<file path="src/rtl/barrett_for_1481_if.sv">
// barrett_for_1481_if: operand/residue bundle for the mod-1481 reducer
interface barrett_for_1481_if;
  logic [20:0] din_a;
  logic [10:0] dout_r;
  modport master (output din_a, input dout_r);
  modport slave (input din_a, output dout_r);
endinterface

</file>
<file path="src/rtl/barrett_for_1481.sv">
// barrett_for_1481: registered Barrett reduction of a 21-bit operand mod 1481
module barrett_for_1481 (
  input  logic                clk,
  input  logic                rst,
  barrett_for_1481_if.slave   io
);
  logic [32:0] p;
  logic [10:0] q_hat;
  logic [21:0] t;
  logic [11:0] r0;
  logic [10:0] dout_d, dout_q;
  always_comb begin
    p = {12'd0, io.din_a} * 33'd2832;
    q_hat = 11'(p >> 22);
    t = {11'd0, q_hat} * 22'd1481;
    // q_hat undershoots by at most one, so r0 < 2*q and one subtraction suffices
    r0 = 12'({1'b0, io.din_a} - t);
    dout_d = r0 >= 12'd1481 ? 11'(r0 - 12'd1481) : r0[10:0];
  end
  always_ff @(posedge clk) dout_q <= rst ? 11'd0 : dout_d;
  assign io.dout_r = dout_q;
endmodule

</file>
<file path="src/flat_wrapper.sv">
// flat-port wrapper written by rule: the top's interface ports become plain ports
module barrett_for_1481_flat 
  (clk, rst, io_din_a, io_dout_r);
  barrett_for_1481_if io_i ();
  input  logic clk;
  input  logic rst;
  input wire logic [$bits(io_i.din_a)-1:0] io_din_a;
  output wire logic [$bits(io_i.dout_r)-1:0] io_dout_r;
  assign io_i.din_a = io_din_a;
  assign io_dout_r = io_i.dout_r;
  barrett_for_1481 u_core (.clk(clk), .rst(rst), .io(io_i));
endmodule
</file>
<file path="config.mk">
export PLATFORM = sky130hd
export DESIGN_NAME = barrett_for_1481_flat
export DESIGN_NICKNAME = d
export VERILOG_FILES = /design/src/rtl/barrett_for_1481_if.sv /design/src/rtl/barrett_for_1481.sv /design/src/flat_wrapper.sv
export SDC_FILE = /design/constraint.sdc
export NUM_CORES = 1
export LEC_CHECK = 0
export CAP_MARGIN = 20
export CELL_PAD_IN_SITES_DETAIL_PLACEMENT = 1
export CELL_PAD_IN_SITES_GLOBAL_PLACEMENT = 1
export CORE_MARGIN = 5
export CORE_UTILIZATION = 30
export DETAILED_ROUTE_END_ITERATION = 10
export PLACE_DENSITY_LB_ADDON = 0.1
export SYNTH_ARGS = -nofsm -noshare
export SYNTH_HDL_FRONTEND = slang
export SYNTH_SLANG_ARGS = --single-unit
</file>
<file path="constraint.sdc">
create_clock -name clk -period 14.4 [get_ports clk]
set_input_delay 1.44 -clock clk [delete_from_list [all_inputs] [get_ports clk]]
set_output_delay 1.44 -clock clk [all_outputs]
set_load 0.02 [all_outputs]
</file>
==> impl_metrics.yaml <==
status:
  result_of_the_run: "complete, no violations"
setup_path:
  worstSetupEndpointType: "flop"
  crit_slowest_cell: "clkdlybuf4s50_1"
  critPathLaunchType: "primary input"
  worst_ep_arrival_time_ns: 10.29
  criticalPathCategory: "primary input to flop"
  timing.critical_path.slowest_cell_delay_ns: 0.61
  critical_path_peak_fanout: 10
  cp.required_ns: 14.56
cells_and_area:
  drive_above_1_share_pct: 5.16
  area_added_between_synthesis_and_finish_pct: 14.3
  largest_reg_flops: 11
  design.final.nets: 692
  final_core_util_pct: 34.8
  n_antenna_cell: 0
detailed_routing:
  routed_via_density: 4.67
  route.detailed.drc: 0
  detailed_route_wl_mm: 10.4
  detailroute.wirelength.met3_um: 192
  remaining_antenna_violation_count: 0
  route.detailed.wl_per_inst_um: 15.1
  routed.top_layer: "met4"
  dr_wl_met2_mm: 5.14
  route.vias.total: 3216
  drt-met1-wl_mm: 5.02
  initialDrtViolationCount: 76
  drt_pre_antenna_iters: 4
die:
  width_of_the_die_um: 131
  die-area_um2: 17100
  top_level_ports: 34
  chipHeight_um: 131
  initial_core_utilization_pct: 30.4
  floorplan.rows: 44
  floorplan.core_area_um2: 14400
sta:
  clock.fmax_mhz: 98.8
  grt_setup_unrepaired: "false"
  slew_hr_pct: 48.1
  final-hold-violation-count: 0
  worst-slew-pin-transition_ns: 0.773
  period_needed_ns: 10.12
  slew_violations: 0
  setup_viol: 0
  setup_total_negative_slack_ns: 0
  final.period_utilization_pct: 70.3
global_route:
  groute.usage.overall_pct: 13.1
  antenna_violations_before_repair: 0
  largest_net_degree_at_the_start_of_global_routing: 12
  overflow: 0
  first_pass_grt_wire_length_mm: 18.1
  grt_pass1_vias: 3681
logic_synthesis:
  synth_seq_area_share_pct: 5.02
  ys_top_cells_by_area: "ha_1, fa_1, inv_1"
  synth_top_cell_area_share_pct: 32.5
  ys_seq_elements: 11
  syn_inst: 470
  synth_top_cell_by_area: "ha_1"
  yosys_warnings: 0
  synth.net_count: 657
  synth_area_um2: 4390
  dominant_register_cell_in_the_synthesized_netlist: "dfxtp_1"
  synth-edff-count: 0
  ys_async_sr_fraction_pct: 0
  synth_cell_type_count: 53
  synthesis.area_per_instance_um2: 9.34
clocking:
  cts.sink_count: 11
  postCtsSetupRepairBufs: 0
  cts_tree: "built"
  clk_pin_slew_worst_paths_ns: 0.04
  htreeDepth: 1
  ctsHoldBuffers: 0
  root_buffer: "clkbuf_16"
  cts-root-to-sink-buffers: 2
  post_cts_resized: 0
  cts_inserted_buffers: 3
worst_hold_path:
  min_delay_path_depth: 2
  hold_path.class: "primary input to flop"
placed_design:
  routabilityCongestion: 0.779
  numPortBuffers: 33
  hpwl_mm: 9.59
run:
  max-cap-violations: 0
final timing paths:
kind	to	start	slack, ns
worst max-delay path	u_core.io.dout_r[8]	io_din_a[3]	4.28
worst min-delay path	u_core.io.dout_r[1]	rst	2.03
per-stage QoR:
step / hold WS [ns] / cell area [um^2] / worst slack, ns / cells
6_report: 2.03 / 5020 / 4.28 / 688
5_1_grt: 2.07 / 5020 / 3.74 / 688
4_1_cts: 2.02 / 5020 / 4.15 / 688
3_5_place_dp: 2.24 / 4940 / 3.93 / 684
3_3_place_gp: 2.24 / 4940 / 4.09 / 684
2_1_floorplan: 1.73 / 4390 / 5.53 / 470
layout by cell type, fill, tap and decap left out, drive strengths merged, types with 9 or more instances in the layout:
cell type / n
a21oi: 20
clkdlybuf4s50: 33
dfxtp: 11
fa: 50
ha: 114
inv: 89
nand2: 25
nor2: 19
o21ai: 14
or2: 9
xnor2: 27
xor2: 9
cell families (layout without fill, tap and decap cells):
family / after synthesis / count (layout) / synth area share [%]
and+or+nand+nor: 92 / 92 / 11.4
buffers and inverters: 92 / 126 / 7.87
xor gates and xnor gates: 39 / 39 / 8.89
DFF: 11 / 11 / 5.02
muxes: 8 / 8 / 1.82
AOI/OAI and AO/OA: 64 / 64 / 9.72
adders and majority gates: 164 / 164 / 55.3
synthesized netlist by cell type, drive strengths merged (3+ instances only):
cell type / n
a21o: 5
nor2b: 6
clkbuf: 3
nand4: 4
o21ai: 14
nand3: 4
o31ai: 3
ha: 114
o211ai: 3
nand2: 25
xor2: 9
nor2: 19
or2: 9
nand2b: 4
dfxtp: 11
xnor2: 27
nor3: 5
and2: 5
a21oi: 20
inv: 89
o21a: 4
mux2i: 8
fa: 50
critical path: cells and delay by family:
kind / cells / cell delay, ns
xor gates and xnor gates: 2 / 0.61
buffers and inverters: 4 / 0.76
AOI/OAI and AO/OA: 11 / 2.62
muxes: 1 / 0.20
adders and majority gates: 10 / 4.13
and+or+nand+nor: 3 / 0.52
cell type report:
class                      count  area, um^2
inverter                      89         334
multi-input combinational    367        3820
fill                        1671        9410
tap                          184         230
clock buffer                   4        78.8
timing repair buffer          33         330
sequential                    11         220
per-layer routing:
layer / vias to the layer above / GRT usage, %
met5: - / 0
met4: 0 / 1.21
met3: 2 / 0.650
met2: 25 / 23.9
met1: 1549 / 17.6
li1: 1640 / -
Power is left out: the tool's default activity adds up to more than one toggle a clock period on the data nets, which glitch-free logic cannot reach.
